**src/rtl/ghost_chase_sequencer.sv**
```systemverilog
// ghost_chase_sequencer: per-tick ghost movement engine.
// Steps each ghost one move toward Pac-Man, honouring maze walls.
module ghost_chase_sequencer #(
    parameter int NUM_GHOSTS = 4,
    parameter int STEP       = 1
) (
    input  logic       clock_50,
    input  logic       reset,
    input  logic       tick,
    input  logic [7:0] reg_x_out,
    input  logic [7:0] reg_y_out,
    input  logic       map_wall,
    output logic [2:0] char_type,
    output logic       readwrite,
    output logic [7:0] x_write,
    output logic [7:0] y_write,
    output logic [7:0] map_qx,
    output logic [7:0] map_qy,
    output logic       busy,
    output logic       done
);

    typedef enum logic [3:0] {
        IDLE,
        RD_PAC,
        CAP_PAC,
        RD_G,
        CAP_G,
        Q1,
        W1,
        Q2,
        W2,
        WRITE,
        DONE
    } state_t;

    localparam logic [2:0] LAST_G = 3'(NUM_GHOSTS);
    localparam logic [8:0] STEP9  = 9'(STEP);

    state_t     state_q, state_d;
    logic [2:0] g_q, g_d;
    logic [7:0] px_q, px_d;
    logic [7:0] py_q, py_d;
    logic [7:0] gx_q, gx_d;
    logic [7:0] gy_q, gy_d;
    logic [7:0] c1x_q, c1x_d;
    logic [7:0] c1y_q, c1y_d;
    logic [7:0] c2x_q, c2x_d;
    logic [7:0] c2y_q, c2y_d;
    logic       has2_q, has2_d;

    logic [2:0] ct_q, ct_d;
    logic       rw_q, rw_d;
    logic [7:0] xw_q, xw_d;
    logic [7:0] yw_q, yw_d;
    logic [7:0] qx_q, qx_d;
    logic [7:0] qy_q, qy_d;
    logic       busy_q, busy_d;
    logic       done_q, done_d;

    logic [7:0] cand_x, cand_y;
    logic [7:0] adx, ady;
    logic       x_pri;
    state_t     next_st;
    logic [2:0] next_g;

    // Absolute distance between two unsigned coordinates.
    function automatic logic [7:0] abs_diff(
        input logic [7:0] a,
        input logic [7:0] b
    );
        abs_diff = (a > b) ? (a - b) : (b - a);
    endfunction

    // One step toward p; clamps onto p when closer than STEP.
    function automatic logic [7:0] step_toward(
        input logic [7:0] g,
        input logic [7:0] p
    );
        logic [8:0] mag;
        mag = {1'b0, abs_diff(p, g)};
        if (p == g) begin
            step_toward = g;
        end else if (mag < STEP9) begin
            step_toward = p;
        end else if (p > g) begin
            step_toward = g + STEP9[7:0];
        end else begin
            step_toward = g - STEP9[7:0];
        end
    endfunction

    always_comb begin
        adx    = abs_diff(px_q, reg_x_out);
        ady    = abs_diff(py_q, reg_y_out);
        cand_x = step_toward(reg_x_out, px_q);
        cand_y = step_toward(reg_y_out, py_q);
        x_pri  = (adx >= ady);
    end

    always_comb begin
        next_st = (g_q < LAST_G) ? RD_G : DONE;
        next_g  = (g_q < LAST_G) ? (g_q + 3'd1) : g_q;
    end

    always_comb begin
        state_d = state_q;
        g_d     = g_q;
        px_d    = px_q;
        py_d    = py_q;
        gx_d    = gx_q;
        gy_d    = gy_q;
        c1x_d   = c1x_q;
        c1y_d   = c1y_q;
        c2x_d   = c2x_q;
        c2y_d   = c2y_q;
        has2_d  = has2_q;
        ct_d    = ct_q;
        xw_d    = xw_q;
        yw_d    = yw_q;
        qx_d    = qx_q;
        qy_d    = qy_q;

        unique case (state_q)
            IDLE: begin
                if (tick) begin
                    state_d = RD_PAC;
                    g_d     = 3'd1;
                end
            end
            RD_PAC: state_d = CAP_PAC;
            CAP_PAC: begin
                px_d    = reg_x_out;
                py_d    = reg_y_out;
                state_d = RD_G;
            end
            RD_G: state_d = CAP_G;
            CAP_G: begin
                gx_d   = reg_x_out;
                gy_d   = reg_y_out;
                c1x_d  = x_pri ? cand_x : reg_x_out;
                c1y_d  = x_pri ? reg_y_out : cand_y;
                c2x_d  = x_pri ? reg_x_out : cand_x;
                c2y_d  = x_pri ? cand_y : reg_y_out;
                has2_d = x_pri ? (ady != 8'd0) : (adx != 8'd0);
                if (adx == 8'd0 && ady == 8'd0) begin
                    state_d = next_st;
                    g_d     = next_g;
                end else begin
                    state_d = Q1;
                end
            end
            Q1: state_d = W1;
            W1: begin
                if (!map_wall) begin
                    state_d = WRITE;
                    xw_d    = c1x_q;
                    yw_d    = c1y_q;
                end else if (has2_q) begin
                    state_d = Q2;
                end else begin
                    state_d = next_st;
                    g_d     = next_g;
                end
            end
            Q2: state_d = W2;
            W2: begin
                if (!map_wall) begin
                    state_d = WRITE;
                    xw_d    = c2x_q;
                    yw_d    = c2y_q;
                end else begin
                    state_d = next_st;
                    g_d     = next_g;
                end
            end
            WRITE: begin
                state_d = next_st;
                g_d     = next_g;
            end
            DONE: state_d = IDLE;
            default: state_d = IDLE;
        endcase

        // Outputs are registered against the state being entered.
        busy_d = (state_d != IDLE);
        done_d = (state_d == DONE);
        rw_d   = (state_d == WRITE);
        if (state_d == RD_PAC) begin
            ct_d = 3'd0;
        end
        if (state_d == RD_G || state_d == WRITE) begin
            ct_d = g_d;
        end
        if (state_d == Q1) begin
            qx_d = c1x_d;
            qy_d = c1y_d;
        end
        if (state_d == Q2) begin
            qx_d = c2x_d;
            qy_d = c2y_d;
        end
    end

    always_ff @(posedge clock_50) begin
        if (reset) begin
            state_q <= IDLE;
            g_q     <= 3'd1;
            px_q    <= 8'd0;
            py_q    <= 8'd0;
            gx_q    <= 8'd0;
            gy_q    <= 8'd0;
            c1x_q   <= 8'd0;
            c1y_q   <= 8'd0;
            c2x_q   <= 8'd0;
            c2y_q   <= 8'd0;
            has2_q  <= 1'b0;
            ct_q    <= 3'd0;
            rw_q    <= 1'b0;
            xw_q    <= 8'd0;
            yw_q    <= 8'd0;
            qx_q    <= 8'd0;
            qy_q    <= 8'd0;
            busy_q  <= 1'b0;
            done_q  <= 1'b0;
        end else begin
            state_q <= state_d;
            g_q     <= g_d;
            px_q    <= px_d;
            py_q    <= py_d;
            gx_q    <= gx_d;
            gy_q    <= gy_d;
            c1x_q   <= c1x_d;
            c1y_q   <= c1y_d;
            c2x_q   <= c2x_d;
            c2y_q   <= c2y_d;
            has2_q  <= has2_d;
            ct_q    <= ct_d;
            rw_q    <= rw_d;
            xw_q    <= xw_d;
            yw_q    <= yw_d;
            qx_q    <= qx_d;
            qy_q    <= qy_d;
            busy_q  <= busy_d;
            done_q  <= done_d;
        end
    end

    // A reset landing on a WRITE cycle must not reach the register file.
    assign readwrite = rw_q & ~reset;
    assign char_type = ct_q;
    assign x_write   = xw_q;
    assign y_write   = yw_q;
    assign map_qx    = qx_q;
    assign map_qy    = qy_q;
    assign busy      = busy_q;
    assign done      = done_q;

endmodule

```
**config.mk**
```make
export PLATFORM = sky130hd
export DESIGN_NAME = ghost_chase_sequencer
export DESIGN_NICKNAME = d
export VERILOG_FILES = /design/src/rtl/ghost_chase_sequencer.sv
export SDC_FILE = /design/constraint.sdc
export NUM_CORES = 1
export LEC_CHECK = 0
export CAP_MARGIN = 10
export CORE_ASPECT_RATIO = 2
export CORE_MARGIN = 8
export CORE_UTILIZATION = 50
export CTS_CLUSTER_DIAMETER = 200
export DETAILED_ROUTE_END_ITERATION = 8
export PLACE_DENSITY_LB_ADDON = 0.12
export SLEW_MARGIN = 20
export SYNTH_ARGS = -nofsm -noshare
export SYNTH_HDL_FRONTEND = slang
export SYNTH_SLANG_ARGS = --single-unit
export TNS_END_PERCENT = 1
```
**constraint.sdc**
```tcl
create_clock -name clock_50 -period 5.5 [get_ports clock_50]
set_input_delay 0.55 -clock clock_50 [delete_from_list [all_inputs] [get_ports clock_50]]
set_output_delay 0.55 -clock clock_50 [all_outputs]
set_load 0.02 [all_outputs]
```
==> metrics.yaml, run 1 <==
sta:
  skew_ps: 11.9
  fin_crit_ps: 4920
  rsz0062_at_grt: "no"
  timing.fmax_mhz: 203
  setup_viol: 0
  tns_ps: 0
  max_slew_margin_pct: 33.3
  hold_viol_final: 0
  worst_pin_slew_ps: 1000
  layout_setup_ws_ps: 575
  hold_slack_ps: 455
  finalCritPeriodShare_pct: 89.5
  slew_violations: 0
synth:
  async_reset_ff_share_pct: 0
  synth_nets: 943
  synth-seq-cells: 94
  synth.top_cell.area_share_pct: 28.2
  postSynthCellCount: 866
  synth.most_common_cell: "nand2_1"
  synth_area_leaders: "dfxtp_1, ha_1, nand2_1, a21oi_1, o21ai_0"
  syn-cell-area_sq_um: 6670
  yosysWarnings: 0
  yosysTopAreaCell: "dfxtp_1"
  ys_types: 67
  synth_edf_count: 0
  synth_common_cells: "nand2_1, dfxtp_1, a21oi_1"
  syn_avg_cell_area_sq_um: 7.70
  ys.flop_type: "dfxtp_1"
  yosysSeqAreaShare_pct: 28.2
critical_path:
  worstPathRequired_ps: 5690
  worstSetupPathType: "in2reg"
  r2r_end: "map_qx[0]"
  crit_path_max_fanout: 17
  cp-start-kind: "input pin"
  end_kind: "register"
  r2r_slack_ps: 940
  arrival_ps: 5110
  worstRegToRegCells: 20
  crit-reg2reg-launch: "px_q[0]"
power_and_ir_drop:
  pwr-share-comb_pct: 58.1
  switching_share_pct: 46.9
  p_clk_share_pct: 18.5
  powerDensity_nw_per_um2: 471
  power_uw: 3660
  ir_drop_uv: 343
  internal_power_uw: 1950
  p_sw_uw: 1720
  p_seq_share_pct: 23.4
  p_leak_uw: 0.00313
hold_path:
  min_to: "c1x_q[6]"
  min_path_cells: 2
  worstHoldStart: "c1x_q[6]"
  hold_class: "reg2reg"
die:
  ios: 58
  fp.dieW_um: 97.7
  rows: 59
  fp.dieArea_sq_um: 17500
  die_h_um: 179
  start_util_pct: 51.3
  core_sq_um: 13000
clocking:
  ctsRootBufferMaster: "clkbuf_16"
  post_cts_buffers: 0
  clk_pin_slew_worst_paths_ps: 80
  cts_tree: "yes"
  hold_buffers: 0
  h-tree-depth: 3
  insertion_delay_ps: 350
  ctsResizeCount: 0
  clock-sinks: 94
  clockBufferDepth: 2
  cts-buffers-inserted: 9
place:
  dp_cells: 1053
  numPortBuffers: 57
  dpl.hpwl_mm: 15.7
  pre_cts_ws_ps: 265
  place_congestion: 0.948
layout:
  drive_above_1_share_pct: 8.07
  fin_cells: 1069
  diodes: 0
  area_growth_pct: 16.7
  fin_nets: 989
global_routing:
  grt_pass1_vias: 6351
  grt_overflow_total: 0
  antenna_found_initial: 0
  grt_max_degree: 93
  grt_pass1_wl_mm: 32.3
  grt.total_usage_pct: 22.7
routing:
  wl_mm: 20.2
  drt_pre_antenna_iters: 5
  wl_per_cell_um: 18.9
  vias: 6472
  drcViolationCount: 0
  ant_nets: 0
  drtIter0Drc: 364
  drt-vias-per-instance: 6.05
run:
  drv_cap: 0
run_status:
  status: "finished, final reports clean"
==> worst max-delay path by stage <==
stage	startpoint	cells past startpoint	endpoint	slack [ps]
6_report	reg_x_out[3]	19	map_qx[0]	580
2_1_floorplan	reg_x_out[0]	18	map_qx[4]	980
5_1_grt	reg_y_out[7]	20	map_qx[0]	270
3_5_place_dp	reg_y_out[7]	20	map_qx[0]	270
3_3_place_gp	reg_y_out[7]	18	map_qx[6]	300
4_1_cts	reg_y_out[7]	20	map_qx[0]	620
==> final cells by class <==
cell class	count	area (sq um)
Timing Repair Buffer	88	823
Clock inverter	7	103
Tap cell	152	190
Multi-Input combinational cell	669	4370
Fill cell	1206	5210
Clock buffer	9	225
Sequential cell	94	1880
Inverter	50	188
==> layer usage <==
layer,up-vias,part of all wire [%],track usage (%)
li1,3148,-,-
met1,3080,38,22.8
met2,189,54,44.0
met3,55,3.9,2.93
met4,0,3.9,11.6
met5,-,0,0
==> layout by cell type, fill, tap and decap left out, types with 18 or more instances in the layout <==
master	synthesis	routed
a21o_1	18	18
a21oi_1	84	84
buf_4	1	29
clkdlybuf4s50_1	0	56
dfxtp_1	94	94
ha_1	51	51
inv_1	50	50
mux2i_1	19	19
nand2_1	133	133
nor2_1	70	70
o21ai_0	53	53
==> metrics by stage <==
| step | utilization (%) | instance area (sq um) |
|---|---|---|
| 2_1_floorplan | - | 6670 |
| 3_3_place_gp | 57.3 | 7450 |
| 3_5_place_dp | 57.3 | 7450 |
| 4_1_cts | 59.9 | 7780 |
| 5_1_grt | 59.9 | 7780 |
| 6_report | 59.9 | 7780 |
==> registers in the layout (all words and copies together), names as in the netlist, 8 cells and up <==
name     cells
c1x_q        8
c1y_q        8
c2x_q        8
c2y_q        8
map_qx       8
map_qy       8
px_q         8
py_q         8
x_write      8
y_write      8
==> power groups by stage <==
stage	Combinational [uW]	Sequential (uW)	Clock, uW
finish	2130	856	677
global route	2340	870	704
CTS	2110	855	681
detailed placement	2100	870	0
global placement	2070	867	0
floorplan	1510	858	0
==> kinds of logic (layout without fill, tap and decap cells) <==
group | count (synthesis) | in the layout | share of synthesized area (%)
AND/OR/NAND/NOR | 297 | 297 | 20.9
AO/OA/AOI/OAI | 263 | 263 | 25.6
buffers and inverters | 103 | 154 | 6.34
flip-flops | 94 | 94 | 28.2
adder cells (fa/ha/maj) | 57 | 57 | 11.4
XOR/XNOR | 26 | 26 | 3.53
multiplexers | 26 | 26 | 4.03
==> critical path: stages <==
cell,delay [ps]
clkdlybuf4s50_1,590
inv_1,70
ha_1,490
and3_1,300
nand3_2,180
o21ai_2,150
mux2_2,360
ha_1,290
a21o_1,160
a21o_1,170
a211oi_1,240
o21bai_1,110
a31oi_1,280
buf_12,170
a31o_2,300
nor3b_1,90
a211o_1,290
a22oi_1,200
a21oi_1,90
Note: power is estimated with default switching activity, not from simulation.
==> run 2, diff against run 1 <==
- CAP_MARGIN: 10 -> default
==> results of run 2 <==
Final layout, timing and power as in run 1 (identical DEF).
==> run 3, diff against run 2 <==
- clock period: 5.5 -> 4.29 ns (I/O delays scaled with it)
==> run 3 against run 2 <==
Net effect: register-to-register slack got worse by 650 ps; first-iteration DRC count decreased by 26%; via count rose by 5.9%; non-clock buffer count grew 111; die area unchanged; global-route usage up 0.77 points; final area is 12% higher; final cell count up 10%; clock skew is essentially flat; worst hold slack worse by 0.82 ps; largest cell class unchanged.
==> metrics.yaml, run 3 (synthesis gave the netlist of run 1 again) <==
layout:
  diodes: 0
  fin_nets: 1100
  drive_above_1_share_pct: 19.3
  fillers: 1126
  final_util_pct: 66.8
  layout_commonest_cell: "buf_4"
  area_growth_pct: 30.1
  final_cell_mix: "buf_4, nand2_1, dfxtp_1"
global_routing:
  use_met3_pct: 3.63
  grt_overflow_total: 0
  use_met1_pct: 23.2
  grtUsageMet2_pct: 46.1
  grt_max_degree: 49
  grt.total_usage_pct: 23.4
  grt_pass1_wl_mm: 33.7
  grt_pass1_vias: 6948
  grt.busiest_layer: "met2"
  antenna_found_initial: 0
power_and_ir_drop:
  powerDensity_nw_per_um2: 606
  pwr-share-comb_pct: 63.2
  ir_drop_uv: 475
  p_sw_uw: 2350
  p_clk_share_pct: 15.7
  internal_power_uw: 2910
  switching_share_pct: 44.7
  p_seq_share_pct: 21.1
  p_leak_uw: 0.00368
routing:
  ant_nets: 0
  drt_pre_antenna_iters: 5
  drt-vias-per-instance: 5.81
  wl_mm: 20.8
  vias: 6855
  wl_per_cell_um: 17.6
  drtIter0Drc: 268
  drcViolationCount: 0
critical_path:
  path_common_cell: "buf_4"
  worstPathRequired_ps: 4540
  cp-start-kind: "input pin"
  slowest_delay_ps: 480
  arrival_ps: 4370
  cp.buffers_inverters: 7
  crit_chain: "clkdlybuf4s50_1 -> inv_1 -> ha_1 -> nand4_2 -> buf_4 -> a21oi_1 -> o21ai_4 -> buf_4 -> buf_4 -> nor4_1 -> a211o_1 -> o2111a_2 -> nand4_4 -> o21a_2 -> buf_4 -> nor2_8 -> buf_12 -> nor2_1 -> a311oi_1"
  worstSetupPathType: "in2reg"
  end_kind: "register"
  path_delay_family: "compound AO/OA/AOI/OAI gates"
  worstRegToRegCells: 20
  cp.depth: 19
  crit_path_max_fanout: 25
  cp_slowest_cell: "clkdlybuf4s50_1"
place:
  numPortBuffers: 57
  dpl.hpwl_mm: 16.6
  pre_cts_ws_ps: -337
  place_congestion: 0.932
clocking:
  insertion_delay_ps: 350
  cts_tree: "yes"
  cts-buffers-inserted: 9
  clock-sinks: 94
  ctsRootBufferMaster: "clkbuf_16"
  clockBufferDepth: 2
  clk_pin_slew_worst_paths_ps: 80
  h-tree-depth: 3
die:
  ios: 58
  start_util_pct: 51.3
  fp.dieArea_sq_um: 17500
  fp.dieW_um: 97.7
  rows: 59
  core_sq_um: 13000
  die_h_um: 179
sta:
  setup_viol: 0
  hold_viol_final: 0
  worst_pin_slew_ps: 873
  fin_crit_ps: 4110
  skew_ps: 12.1
  rsz0062_at_grt: "no"
  layout_setup_ws_ps: 177
  tns_ps: 0
  slew_violations: 0
  max_slew_margin_pct: 40.3
  timing.fmax_mhz: 243
  hold_slack_ps: 454
  finalCritPeriodShare_pct: 95.9
run_status:
  status: "finished, final reports clean"
hold_path:
  min_path_cells: 2
  hold_class: "reg2reg"
run:
  drv_cap: 0
run 3: cell types whose count changed in the layout (fill, tap and decap cells not counted), sizes merged:
cell and change:
dlymetal6s2s +2, bufinv -1, buf +111, clkdlybuf4s50 -2, inv +1
run 3: power groups by stage:
stage          registers [uW]  logic [uW]  clock network, uW
2_1_floorplan            1100        1950                  0
3_3_place_gp             1120        3090                  0
3_5_place_dp             1130        3190                  0
4_1_cts                  1110        3220                835
5_1_grt                  1120        3640                862
6_report                 1110        3320                824
run 3: repair_timing:
item | in CTS | in global routing
gates resized for setup | 0 | 22
buffers inserted | 0 | 1
hold buffers | 0 | 0
endpoints found under the setup margin | 0 | 49
run 3: worst paths after layout:
check,slack (ps),from,to
setup / recovery,180,reg_y_out[4],x_write[6]
hold / removal,450,c1x_q[3],c1x_q[3]
setup reg to reg,290,px_q[0],map_qx[0]
hold reg to reg,450,c1x_q[3],c1x_q[3]
run 3: final cells by class:
class	count	area (sq um)	share of cell area, %
multi-input combinational	669	4440	51.1
sequential	94	1880	21.7
timing repair buffer	199	1670	19.2
clock buffer	9	225	2.60
tap	152	190	2.19
inverter	50	188	2.16
clock inverter	7	86.3	0.995
run 3: layer usage:
layer	up-vias	wire length (um)
li1	3373	-
met1	3242	7590
met2	199	11700
met3	41	872
met4	0	627
met5	-	0
run 3: through the flow:
step                      instances  total power, uW  instance area (sq um)
after floorplan                 866             3050                   6680
after global placement         1163             4200                   8280
after detailed placement       1163             4320                   8280
after CTS                      1179             5160                   8600
after global routing           1180             5630                   8680
final                          1180             5260                   8680
run 3: tightest hold or removal path: stages (launching register included):
cell     delay (ps)
dfxtp_1         310
nand2_1          50
a21oi_1          50
==> edit 1, RTL diff (settings of run 1) <==
Encoding of `state_t`: now Gray code (4 bits for 11 states).
--- a/src/rtl/ghost_chase_sequencer.sv
+++ b/src/rtl/ghost_chase_sequencer.sv
@@ -22,15 +22,15 @@
 
     typedef enum logic [3:0] {
-        IDLE,
-        RD_PAC,
-        CAP_PAC,
-        RD_G,
-        CAP_G,
-        Q1,
-        W1,
-        Q2,
-        W2,
-        WRITE,
-        DONE
+        IDLE    = 4'b0000,
+        RD_PAC  = 4'b0001,
+        CAP_PAC = 4'b0011,
+        RD_G    = 4'b0010,
+        CAP_G   = 4'b0110,
+        Q1      = 4'b0111,
+        W1      = 4'b0101,
+        Q2      = 4'b0100,
+        W2      = 4'b1100,
+        WRITE   = 4'b1101,
+        DONE    = 4'b1111
     } state_t;
 
Behaviour: same outputs for any inputs over 10 cycles, from zero or initial values and one cycle with reset high; not proved beyond that.
==> edit 1 against run 1 <==
Register-to-register slack improved by 240 ps; synthesized area rose by 1.3%; first-iteration DRC count rose by 27%; clock skew rose by 1.0 ps; core utilization fell by 1.4 points; sequential cell count did not move; critical endpoint is now c1x_q[0]; sequential share of layout area fell by 0.12 points; die area rose by 1.1%; routed wire length rose by 5.2%; design area rose by 0.51%; worst setup slack improved by 95 ps.
Power is not compared: it rests on default switching activity, and its combinational part moved more than twofold at a synthesized area within 25%.
==> edit 1: results <==
group,metric,value,unit
worst_setup_path,crit_start,"reg_x_out[2]",
worst_setup_path,arrival,5090,ps
routing,dr_wl_met2,11.1,mm
worst_setup_path,critPathMaxStageDelay,550,ps
global_routing,track_usage,23.6,%
final_layout,clkCellAreaFrac,4.03,%
yosys,seq_area_frac_synth,27.9,%
final_layout,multi_input_area_share,57.0,%
yosys,synth_mux_area_share,5.89,%
clock_tree,cts-root-buf,"clkbuf_16",
min_path,min_from,"c1x_q[7]",
final_layout,fillers,1274,
final_layout,buffer_area_share,9.92,%
routing,vias,6661,
global_routing,grt_use_met3,2.79,%
worst_setup_path,ff2ff_path_depth,16,
timing,fin_skew,12.9,ps
yosys,synth_compound_area_share,26.9,%
final_layout,drive_gt1_share,7.95,%
clock_tree,cts_max_path_buffers,2,
final_layout,inv_count,51,
final_layout,buffers_excl_clock,85,
placed_design,dp_hpwl,16.6,mm
yosys,ys_types,69,
placed_design,gp_congestion,0.908,
routing,drt_iter0_drc,464,
worst_setup_path,path_max_fanout,16,
min_path,hold_end,"c1x_q[7]",
final_layout,fin_nets,990,
timing,tightest_slew,940,ps
yosys,synthAdderAreaFrac,11.2,%
worst_setup_path,rr_startpoint,"px_q[3]",
global_routing,grt_pass1_wl,33.9,mm
routing,wl_per_cell,19.8,µm
status,status,"complete, no violations",
final_layout,multi_input_cells,672,
yosys,synth.area.top_cells,"dfxtp_1 28%, ha_1 9.5%, a21oi_1 6.8%, nor2_1 5.1%, mux2i_1 4.9%",
global_routing,grtUsageMet2,43.6,%
routing,met1_length,8.31,mm
worst_setup_path,rrSetupSlack,1180,ps
routing,first_pass_iters,7,
worst_setup_path,endpoint,"c1x_q[0]",
global_routing,grt_pass1_vias,6527,
yosys,synth_xor_area_share,3.63,%
global_routing,grt_max_degree,47,
yosys,synthTopCellsByCount,"94 x dfxtp_1, 92 x a21oi_1, 92 x nor2_1, 79 x nand2_1, 51 x ha_1",
placed_design,dpl_cell_area,7500,µm²
global_routing,grt_use_met1,24.9,%
routing,met3_length,814,µm
yosys,synth_fp_nets,947,
-- edit 1: changes by cell type in the layout (fill, tap and decap cells not counted), sizes merged, moves of 9 or more --
cell	before	now
nand2	133	79
nor2	71	93
a211oi	14	35
a311oi	16	2
mux2i	19	33
o22ai	2	15
o21ai	58	48
nor2b	11	2
-- edit 1: through the flow --
| stage | util [%] | total power [mW] | hold slack, ps | cells | setup slack (ps) |
|---|---|---|---|---|---|
| after floorplan | - | 1.52 | 436 | 870 | 1390 |
| after global placement | 56.2 | 1.80 | 446 | 1057 | 428 |
| after detailed placement | 56.2 | 1.82 | 455 | 1057 | 385 |
| after CTS | 58.5 | 2.46 | 464 | 1073 | 745 |
| after global routing | 58.5 | 2.61 | 474 | 1073 | 324 |
| final | 58.5 | 2.47 | 481 | 1073 | 671 |
-- edit 1: power breakdown --
part / total (mW) / internal, mW / switching, mW
combinational: 1.01 / 0.377 / 0.633
clock: 0.654 / 0.363 / 0.291
sequential: 0.805 / 0.733 / 0.0726
total: 2.47 / 1.47 / 0.997
==> edit 2, RTL diff (config.mk and constraints of run 1) <==
Made on the original files. Make the reset (`reset`) asynchronous in one clocked block.
--- a/src/rtl/ghost_chase_sequencer.sv
+++ b/src/rtl/ghost_chase_sequencer.sv
@@ -203,5 +203,5 @@
     end
 
-    always_ff @(posedge clock_50) begin
+    always_ff @(posedge clock_50 or posedge reset) begin
         if (reset) begin
             state_q <= IDLE;
Function: differs if reset is asserted again (counterexample within 4 cycles, from zero or initial values and one cycle with reset high); with reset held inactive, the same outputs for 10 cycles.
==> edit 2 against run 1 <==
Non-clock buffer count decreased by 2; routed wire length down 11%; worst setup slack gained 59 ps; count of clock-buffer cells in the layout unchanged; largest cell class unchanged; design area increased by 2.3%; sequential cell count stayed put; synthesized area up 2.8%; clock skew shrank 2.6 ps; register-to-register slack got worse by 120 ps; die area up 2.4%; cell count is 7.0% lower.
Power is left out: the tool's default activity adds up to more than one toggle a clock period on the data nets, which glitch-free logic cannot reach.
==> edit 2: results <==
group,metric,value,unit
clock_tree,post_cts_buffers,0,
global_routing,grt_pass1_wl,29.8,mm
routing,met3_length,514,µm
placed_design,dpl_cell_area,7660,µm²
routing,drt_iter0_drc,267,
yosys,synth.area.top_cells,"dfrtp_1 34%, ha_1 9.3%, mux2i_1 8.2%, o21ai_0 7.1%, nand2_1 4.5%",
timing,holdWs,483,ps
worst_setup_path,arrival,5100,ps
global_routing,grt_pass1_vias,5935,
timing,maxSlewHeadroom,33.8,%
status,status,"complete, no violations",
placed_design,preCtsSetupSlack,267,ps
final_layout,fillers,1230,
global_routing,track_usage,20.5,%
routing,dr_wl_met2,9.75,mm
worst_setup_path,rrSetupSlack,820,ps
placed_design,post-place-cells,978,
global_routing,grt_use_met3,2.15,%
yosys,ys_types,65,
yosys,netlist_instances,778,
global_routing,grtUsageMet2,38.4,%
yosys,synth_flop_cell,"dfrtp_1",
routing,drt_wl_total,17.9,mm
global_routing,grt_max_degree,68,
yosys,seq_area_frac_synth,34.3,%
routing,avgViaCountPerCell,5.90,
min_path,min_from,"c1y_q[1]",
min_path,hold_end,"c1y_q[1]",
timing,fin_skew,9.31,ps
yosys,synthArstFlopShare,100,%
worst_setup_path,rr_startpoint,"px_q[0]",
yosys,synth_fp_nets,855,
final_layout,finalNonFillerCells,994,
worst_setup_path,ff2ff_path_depth,19,
final_layout,drive_gt1_share,8.70,%
worst_setup_path,path_max_fanout,9,
placed_design,dp_hpwl,14.4,mm
## edit 2: changes by cell type after synthesis, moves of 21 or more
cell,run 1,this run
a21oi_1,84,43
dfrtp_1,0,93
dfxtp_1,94,0
mux2i_1,19,56
nand2_1,133,82
nor2_1,70,49
o21ai_0,53,97
## edit 2: kinds of logic (layout without fill, tap and decap cells)
| logic type | count (synthesis) | in the layout | share of synthesized area [%] |
|---|---|---|---|
| muxes | 68 | 68 | 10.2 |
| adders and majority gates | 57 | 57 | 11.1 |
| and+or+nand+nor | 194 | 194 | 13.1 |
| AOI/OAI and AO/OA | 240 | 240 | 21.6 |
| xor gates and xnor gates | 31 | 31 | 4.07 |
| DFF | 94 | 94 | 34.3 |
| buffers and inverters | 94 | 155 | 5.66 |
## edit 2: layout make-up
class	count	area, µm²	area share (%)
flip-flops and latches	94	2350	29.6
multi-input cells	590	4130	51.8
clock buffers	9	225	2.83
inverters	53	200	2.52
repair buffers	86	788	9.90
well taps	155	194	2.44
clock inverters	7	72.6	0.912
## edit 2: worst max-delay path, stage by stage
cell and delay [ps]:
clkdlybuf4s50_1 590, inv_1 70, ha_1 500, nand4_1 280, or2_2 400, o211ai_2 150
mux2_2 390, ha_1 290, a21o_1 150, a21o_1 170, a211o_1 280, a21oi_1 140
o21ai_1 190, nor2_1 140, buf_4 200, mux2i_1 240, a21oi_1 90, a221o_1 270
## edit 2: worst max path at each step
stage               slack (ps)         to    startpoint
finish                     630  map_qy[0]  reg_x_out[3]
global route               300  map_qy[0]  reg_x_out[3]
CTS                        630  map_qy[0]  reg_x_out[3]
detailed placement         270  map_qy[0]  reg_x_out[3]
global placement           300  map_qy[0]  reg_x_out[3]
floorplan                  760  map_qy[0]  reg_x_out[0]
